$ cat config.mk
export PLATFORM = sky130hd
export DESIGN_NAME = pcm_out_stage
export DESIGN_NICKNAME = d
export VERILOG_FILES = /design/src/rtl/pcm_out_stage.sv
export SDC_FILE = /design/constraint.sdc
export NUM_CORES = 1
export LEC_CHECK = 0
export CAP_MARGIN = 0
export CORE_MARGIN = 4
export CORE_UTILIZATION = 33
export DETAILED_ROUTE_END_ITERATION = 16
export GPL_TIMING_DRIVEN = 1
export HOLD_SLACK_MARGIN = 0.1
export SLEW_MARGIN = 20
export SYNTH_ARGS = -nofsm -noshare
export SYNTH_HDL_FRONTEND = slang
export SYNTH_SLANG_ARGS = --single-unit
$ cat constraint.sdc
create_clock -name clk -period 2.8 [get_ports clk]
set_input_delay 0.28 -clock clk [delete_from_list [all_inputs] [get_ports clk]]
set_output_delay 0.28 -clock clk [all_outputs]
set_load 0.01 [all_outputs]
$ cat src/rtl/pcm_out_stage.sv
// -----------------------------------------------------------------------------
// pcm_out_stage
//
// Final stage of the AAC filterbank datapath. It takes wide fixed-point samples
// from the overlap-add stage and turns each one into a PCM sample:
//   - rounds it half-up,
//   - arithmetic right shifts it by SHIFT,
//   - saturates it to OUT_W bits.
// Each sample is tagged with a frame-end marker. Results are buffered in a
// small FIFO so that a stalling PCM sink does not stall overlap-add on every
// cycle.
//
// Pipeline: input transfer -> S1 register -> FIFO (DEPTH entries) -> output.
//
// Ports
//   clk        single clock; all state changes on its rising edge
//   rst        asynchronous, active-high reset
//   in_valid   overlap stage presents in_data
//   in_ready   block accepts in_data this cycle
//   in_data    IN_W-bit two's complement sample
//   out_valid  out_data / out_last are valid
//   out_ready  sink accepts the output this cycle
//   out_data   OUT_W-bit two's complement PCM sample
//   out_last   last sample of a FRAME_LEN-sample frame
//   clip_cnt   saturating count of clamped samples
// -----------------------------------------------------------------------------
module pcm_out_stage #(
    parameter int IN_W      = 32,
    parameter int OUT_W     = 16,
    parameter int SHIFT     = 15,
    parameter int DEPTH     = 8,
    parameter int FRAME_LEN = 1024
) (
    input  logic             clk,
    input  logic             rst,
    input  logic             in_valid,
    output logic             in_ready,
    input  logic [IN_W-1:0]  in_data,
    output logic             out_valid,
    input  logic             out_ready,
    output logic [OUT_W-1:0] out_data,
    output logic             out_last,
    output logic [15:0]      clip_cnt
);

    localparam int PTR_W = $clog2(DEPTH);
    localparam int CNT_W = PTR_W + 1;
    localparam int IDX_W = (FRAME_LEN > 1) ? $clog2(FRAME_LEN) : 1;

    localparam logic [IN_W:0]      ROUND_C  = (IN_W+1)'(1) << (SHIFT - 1);
    localparam logic [IDX_W-1:0]   IDX_LAST = IDX_W'(FRAME_LEN - 1);
    localparam logic [CNT_W-1:0]   DEPTH_C  = CNT_W'(DEPTH);
    localparam logic [OUT_W-1:0]   SAT_MAX  = {1'b0, {(OUT_W-1){1'b1}}};
    localparam logic [OUT_W-1:0]   SAT_MIN  = {1'b1, {(OUT_W-1){1'b0}}};

    // ---------------------------------------------------------------- state
    logic [IDX_W-1:0] idx_q,      idx_d;
    logic [OUT_W-1:0] s1_data_q,  s1_data_d;
    logic             s1_last_q,  s1_last_d;
    logic             s1_clip_q,  s1_clip_d;
    logic             s1_valid_q, s1_valid_d;
    logic [PTR_W-1:0] wr_ptr_q,   wr_ptr_d;
    logic [PTR_W-1:0] rd_ptr_q,   rd_ptr_d;
    logic [CNT_W-1:0] count_q,    count_d;
    logic [15:0]      clip_cnt_q, clip_cnt_d;

    // FIFO storage: {last, data}; no reset needed because the outputs are
    // gated by out_valid.
    logic [OUT_W:0]   mem_q [DEPTH];
    logic [OUT_W:0]   head;

    // ---------------------------------------------------------- conversion
    logic [IN_W:0]    conv_r;
    logic [IN_W:0]    conv_q;
    logic [IN_W-OUT_W+1:0] conv_hi;
    logic [OUT_W-1:0] conv_data;
    logic             conv_clip;

    logic in_fire;
    logic out_fire;
    logic fifo_wr;

    always_comb begin
        // One guard bit above IN_W so that adding the rounding constant
        // cannot wrap at the positive extreme.
        conv_r  = {in_data[IN_W-1], in_data} + ROUND_C;
        conv_q  = $signed(conv_r) >>> SHIFT;
        // The value fits in OUT_W bits only if every bit from the OUT_W
        // sign position upward is a copy of the sign.
        conv_hi = conv_q[IN_W:OUT_W-1];
        conv_clip = !((&conv_hi) || !(|conv_hi));
        if (conv_clip) begin
            conv_data = conv_q[IN_W] ? SAT_MIN : SAT_MAX;
        end else begin
            conv_data = conv_q[OUT_W-1:0];
        end
    end

    // ---------------------------------------------------------- handshakes
    always_comb begin
        // Space is reserved for the sample sitting in S1. Because of this,
        // the FIFO write from S1 can never overflow. The result depends only
        // on registered state and rst, never on out_ready.
        in_ready  = !rst && ((count_q + CNT_W'(s1_valid_q)) < DEPTH_C);
        out_valid = (count_q != '0);
        in_fire   = in_valid && in_ready;
        out_fire  = out_valid && out_ready;
        fifo_wr   = s1_valid_q;
        head      = mem_q[rd_ptr_q];
        out_data  = out_valid ? head[OUT_W-1:0] : '0;
        out_last  = out_valid && head[OUT_W];
        clip_cnt  = clip_cnt_q;
    end

    // ---------------------------------------------------------- next state
    always_comb begin
        idx_d      = idx_q;
        s1_data_d  = s1_data_q;
        s1_last_d  = s1_last_q;
        s1_clip_d  = s1_clip_q;
        s1_valid_d = in_fire;
        wr_ptr_d   = wr_ptr_q + PTR_W'(fifo_wr);
        rd_ptr_d   = rd_ptr_q + PTR_W'(out_fire);
        count_d    = count_q;
        clip_cnt_d = clip_cnt_q;

        if (in_fire) begin
            idx_d     = (idx_q == IDX_LAST) ? '0 : idx_q + 1'b1;
            s1_data_d = conv_data;
            s1_last_d = (idx_q == IDX_LAST);
            s1_clip_d = conv_clip;
        end

        // A simultaneous write and read cancel out.
        case ({fifo_wr, out_fire})
            2'b10:   count_d = count_q + 1'b1;
            2'b01:   count_d = count_q - 1'b1;
            default: count_d = count_q;
        endcase

        if (fifo_wr && s1_clip_q && (clip_cnt_q != 16'hFFFF)) begin
            clip_cnt_d = clip_cnt_q + 16'd1;
        end
    end

    // ------------------------------------------------------------ registers
    always_ff @(posedge clk or posedge rst) begin
        if (rst) begin
            idx_q      <= '0;
            s1_data_q  <= '0;
            s1_last_q  <= 1'b0;
            s1_clip_q  <= 1'b0;
            s1_valid_q <= 1'b0;
            wr_ptr_q   <= '0;
            rd_ptr_q   <= '0;
            count_q    <= '0;
            clip_cnt_q <= '0;
        end else begin
            idx_q      <= idx_d;
            s1_data_q  <= s1_data_d;
            s1_last_q  <= s1_last_d;
            s1_clip_q  <= s1_clip_d;
            s1_valid_q <= s1_valid_d;
            wr_ptr_q   <= wr_ptr_d;
            rd_ptr_q   <= rd_ptr_d;
            count_q    <= count_d;
            clip_cnt_q <= clip_cnt_d;
        end
    end

    always_ff @(posedge clk) begin
        if (fifo_wr) begin
            mem_q[wr_ptr_q] <= {s1_last_q, s1_data_q};
        end
    end

endmodule

---- Word level (Yosys, flattened, before mapping) ----
Memory sizes are Yosys's and may differ from the RTL's.
Index checks and enable logic that the tools add are counted.
operators by class
  $add $sub $neg .......................... 8
  order comparisons ....................... 1
  equal/unequal tests ..................... 4
  mux-type cells .......................... 7
  reductions and logical operators ........ 14
operators by type and width
  cell                    count
  $mux 16                 3
  $add 32x16->33 const B  1
  $add 16x1->16 const B   1
  $ne 16x16->1 const B    1
  $add 10x1->10 const B   1
  $eq 10x10->1 const B    1
  $mux 10                 1
  $pmux 4 s2              1
  $add 3x1->3             2
  $logic_and 1x1->1       6
  $add 4x1->4             1
  $add 4x1->4 const B     1
  $lt 4x4->1 const B      1
  $reduce_bool 4->1       1
  $sub 4x1->4 const B     1
  $logic_not 1->1         3
  $reduce_and 3->1        1
  $reduce_or 3->1         1
  $eq 2x1->1 const B      1
  $eq 2x2->1 const B      1
  $mux 1                  2
  $reduce_bool 2->1       1
  $logic_or 1x1->1        1
word-level totals
  bits in registers ....................... 55
  memory bits (writable) .................. 136
  word-level logic and storage cells ...... 44
  memories ................................ 1
memories
  name   words  width  rd ports  clocked after Yosys merged registers in  write ports  RTL line  source
  mem_q  8      17     1         0                                        1            69        logic [OUT_W:0] mem_q [DEPTH];

---- Logic depth before layout (Yosys ltp) ----
  depth in word-level cells ............... 5
  mapped depth ............................ 10
  mapped depth without buffers ............ 9

---- Least setup slack after synthesis ----
No wires, ideal clock.
  path kind ............................... register to register
  start point ............................. register count_q[1]
  end point ............................... register count_q[2]
  data arrival time ....................... 2291 ps
  data required time ...................... 2673 ps
  path slack .............................. 382 ps
  stages on the path, launching flop included .. 11
  path buffers ............................ 1
  clock period less this slack ............ 2418 ps
  cell sequence ........................... dfrtp_1 clkbuf_1 nor4_2 nor2b_1 ha_1 xor2_1 ha_1 a21oi_1 xor2_1 nor2_1 xor2_1
between the ends
  cells in the longest elaborated chain, start to end .. 4
  elaborated cells on any way between the ends .. 8
ends and longest elaborated chain
  what                                                 RTL line  source
  start, declared                                      64        logic [CNT_W-1:0] count_q, count_d;
  start signal, assigned                               166       count_q <= count_d;
  branches (longest 4 deep; another with $sub 4x1->4)  --
Parallel ways; which one is timed is not known.
A chain may end at the register's enable or synchronous reset.

---- Worst setup path in the final report ----
  start point ............................. register rd_ptr_q[0]
  end point ............................... output out_data[6]
between the ends
  cells in the longest elaborated chain, start to end .. 2
ends and longest elaborated chain
  what                    RTL line  source
  start, declared         63        logic [PTR_W-1:0] rd_ptr_q, rd_ptr_d;
  start signal, assigned  165       rd_ptr_q <= rd_ptr_d;
  $mem_v2 8x17            --
  $mux 16                 110       out_data = out_valid ? head[OUT_W-1:0] : '0;
  end, declared           41        output logic [OUT_W-1:0] out_data,
No other way between the ends.

==> metrics.md <==
| Metric | Value |
|---|---|
| Max Clock Skew | `11.29 ps` |
| DRT Pass-1 Iters | `4` |
| Worst Hold Class | `in -> async` |
| Initial antenna violation count | `0` |
| N_diodes | `0` |
| Setup crit end kind | `output pin` |
| Max Cap Violations | `0` |
| Clock Latency Late Sink | `430 ps` |
| Fmax achieved | `371.2 MHz` |
| Synthesis-to-finish area growth | `21.59%` |
| Area of the multi-input gates | `2597 sq um` |
| Post-synth top flop | `edfxtp_1` |
| WP buf/inv | `2` |
| Power per cell area | `956.0 nW/um^2` |
| I/O Buffers | `56` |
| Startpoint Class | `register` |
| Grt total ovfl | `0` |
| Share of layout cells above drive strength 1 | `0.1880` |
| Inst Count DP | `slightly above 900` |
| Die width | `165.1 microns` |
| Synth warn | `0` |
| Final wirelength | `roughly 16000 microns` |
| Layout Nets | `about 650` |
| RSZ-0062 raised after global routing | `yes` |
| Antenna Violating Nets Remaining | `0` |
| Area after DPL | `9233 sq um` |
| Floorplan core area | `24320 sq um` |
| Hold Vio Cnt, Final | `0` |
| # rows | `57` |
| CTS tree | `done` |
| Final Instance Area | `just under 10000 sq um` |
| Synthesized area per cell | `15.55 sq um` |
| # setup viols final | `0` |
| Critical path data required time | `between 2000 and 3000 ps` |
| Post-synthesis sequential area ratio | `0.6701` |
| Leakage | `3.468 nW` |
| Ports | `71` |
| Syn Nets | `570` |
| CP top delay family | `multiplexers` |
| Syn Std Cell Area | `8148 sq um` |
| Worst-path cell chain | `buf_4, mux4_2, mux2i_2, nor2_1, clkdlybuf4s50_1` |
| Post-synth EDFFs | `136` |
| Fin cells | `941` |
| First-pass GRT wire length | `25710 microns` |
| HPWL Detailed | `10610 microns` |
| Synth Area in Compound Gates | `0.04653` |
| Clock transition at path regs | `70 ps` |
| Hold Buf Count CTS | `0` |
| CTS buffer count | `17` |
| Wire per inst | `17.09 microns` |
| Clock Sinks | `191` |
| Routability Congestion | `around 0.77` |
| Asr flop ratio synth | `0.2880` |
| Htree depth | `4` |
| CTS max path bufs | `2` |
| Routed vias/inst | `4.844` |
| Yosys cell types | `49` |
| Number of global-route vias before repair | `4795` |
| Synth area leaders | `edfxtp_1 (50%), dfrtp_1 (17%), mux4_2 (9.4%), nor2_1 (2.5%), xor2_1 (2.3%)` |
| Vias | `4558` |
| Die area | `27270 sq um` |
| Count of state elements after synthesis | `~190` |
| Critical path's largest stage delay | `roughly 500 ps` |
| Initial DRC Count | `250` |
| Synth cell count leaders | `edfxtp_1 (136), dfrtp_1 (55), nor2_1 (54)` |
| Actual slew at the worst max-slew pin | `771.0 ps` |
| Status | `complete, no violations` |
| Period utilisation layout | `0.9622` |
| Most numerous cell in the Yosys netlist | `edfxtp_1` |
| Register area | `5461 sq um` |
| Tmin final | `2694 ps` |
| Largest area contributor in the netlist | `edfxtp_1` |
| Slew Viols, Final | `0` |
| Number of fill cells | `around 2200` |
| Simple-Gate Fraction of Synth Area | `0.08953` |
| Type of the worst setup path | `reg -> out` |
| Crit path arrival time | `2410 ps` |
| Mux cell area share after synthesis | `0.1202` |
| Tot GR Track Use | `0.1237` |
| Die extent in y | `~170 microns` |
| CP max FO | `5` |
| Post-Synth XOR/XNOR Area | `0.04192` |
| Slew HR | `0.4852` |
| Pin count of the biggest net entering global routing | `38` |
| CP max stage cell | `mux4_2` |
| Largest family of logic cells by synthesized area | `multiplexers` |
| Root Buffer | `clkbuf_16` |
| Adder-Cell Fraction of Synth Area | `0.01536` |
| Number of remaining DRC errors | `0` |
| Util after Layout | `0.4074` |
| Initial Util | `0.3350` |
| Peak supply drop | `0.4404 mV` |
| Top cell type's share of synthesized area | `0.5012` |
| Synth Instances | `524` |
## stage by stage
| step | power (mW) | hold WS (ps) | setup slack [ps] | setup TNS [ps] |
|---|---|---|---|---|
| 2_1_floorplan | 5.808 | 416.0 | 382.1 | 0 |
| 3_3_place_gp | 6.935 | 460.2 | 296.0 | 0 |
| 3_5_place_dp | 7.062 | 464.7 | 215.9 | 0 |
| 4_1_cts | 9.518 | 393.7 | 18.02 | 0 |
| 5_1_grt | 10.01 | 463.6 | -11.39 | -11.39 |
| 6_report | 9.471 | 386.3 | 105.7 | 0 |
## state kept, by name, indices dropped and copies added, names as in the netlist
| signal | flops |
|---|---|
| clip_cnt | 16 |
| count_q | 4 |
| fifo_wr | 1 |
| idx_q | 10 |
| mem_q | 136 |
| rd_ptr_q | 3 |
| s1_clip_q | 1 |
| s1_data_q | 16 |
| s1_last_q | 1 |
| wr_ptr_q | 3 |
## final cells by class
cell class                 instances  share of cell area
tap                              324             0.04092
sequential                       191              0.5513
multi-input combinational        302              0.2622
clock inverter                    13             0.01831
timing repair buffer              80             0.07906
clock buffer                      18             0.04332
inverter                          13            0.004925
## layout by cell type, fill, tap and decap left out, types with 4 or more instances in the layout
| cell | n |
|---|---|
| nor4_1 | 6 |
| inv_1 | 12 |
| nor2_1 | 54 |
| nor3_1 | 8 |
| o21ai_0 | 21 |
| nand2b_1 | 5 |
| nor2b_1 | 5 |
| nand2_1 | 25 |
| edfxtp_1 | 136 |
| clkbuf_16 | 18 |
| nand4_1 | 8 |
| mux4_2 | 34 |
| nand3_1 | 11 |
| mux2i_1 | 14 |
| clkdlybuf4s50_1 | 56 |
| xnor2_1 | 18 |
| ha_1 | 10 |
| or3_1 | 4 |
| buf_4 | 21 |
| dfrtp_1 | 54 |
| a21oi_1 | 10 |
| xor2_1 | 21 |
| a21oi_2 | 10 |
## report_power, final
| part | internal [mW] | switching, mW | total [mW] |
|---|---|---|---|
| clock | 1.35 | 1.08 | 2.43 |
| combinational | 1.52 | 1.26 | 2.78 |
| sequential | 3.71 | 0.546 | 4.26 |
| total | 6.59 | 2.89 | 9.47 |
## metal layers
layer / global-route usage / vias to the layer above / wire length, microns
li1: - / 2153 / -
met1: 0.1547 / 2320 / 6923
met2: 0.2110 / 71 / 8305
met3: 0.03177 / 14 / 675
met4: 0.03932 / 0 / 177
met5: 0 / - / 0
## worst reg2reg max path, delay by kind of cell (launching register included)
family	cells	cell delay [ps]
simple gates	3	520
xor+xnor	3	500
flops	1	460
fa+ha+maj	2	460
compound gates	1	160
## logic make-up after synthesis
logic type,Yosys count
AND/OR/NAND/NOR,143
adder cells (fa/ha/maj),10
XOR/XNOR,39
multiplexers,55
buffers and inverters,31
flip-flops,191
AO/OA/AOI/OAI,55
## worst paths after layout
path | from | endpoint | slack [ps] | depth (start not counted)
setup / recovery | rd_ptr_q[0] | out_data[6] | 110 | 5
max in group asynchronous | rst | idx_q[9] | 1760 | 3
min in group clk | wr_ptr_q[2] | wr_ptr_q[2] | 480 | 1
setup reg to reg | count_q[2] | count_q[2] | 600 | 9
hold reg to reg | wr_ptr_q[2] | wr_ptr_q[2] | 480 | 1
hold / removal | rst | clip_cnt[5] | 390 | 2
## repair_timing
action,4_1_cts,5_1_grt
gates cloned,0,1
resized for setup,0,5
setup buffers,2,0
endpoints found under the setup margin,5,3
No activity file was read; power rests on OpenSTA's default activity.
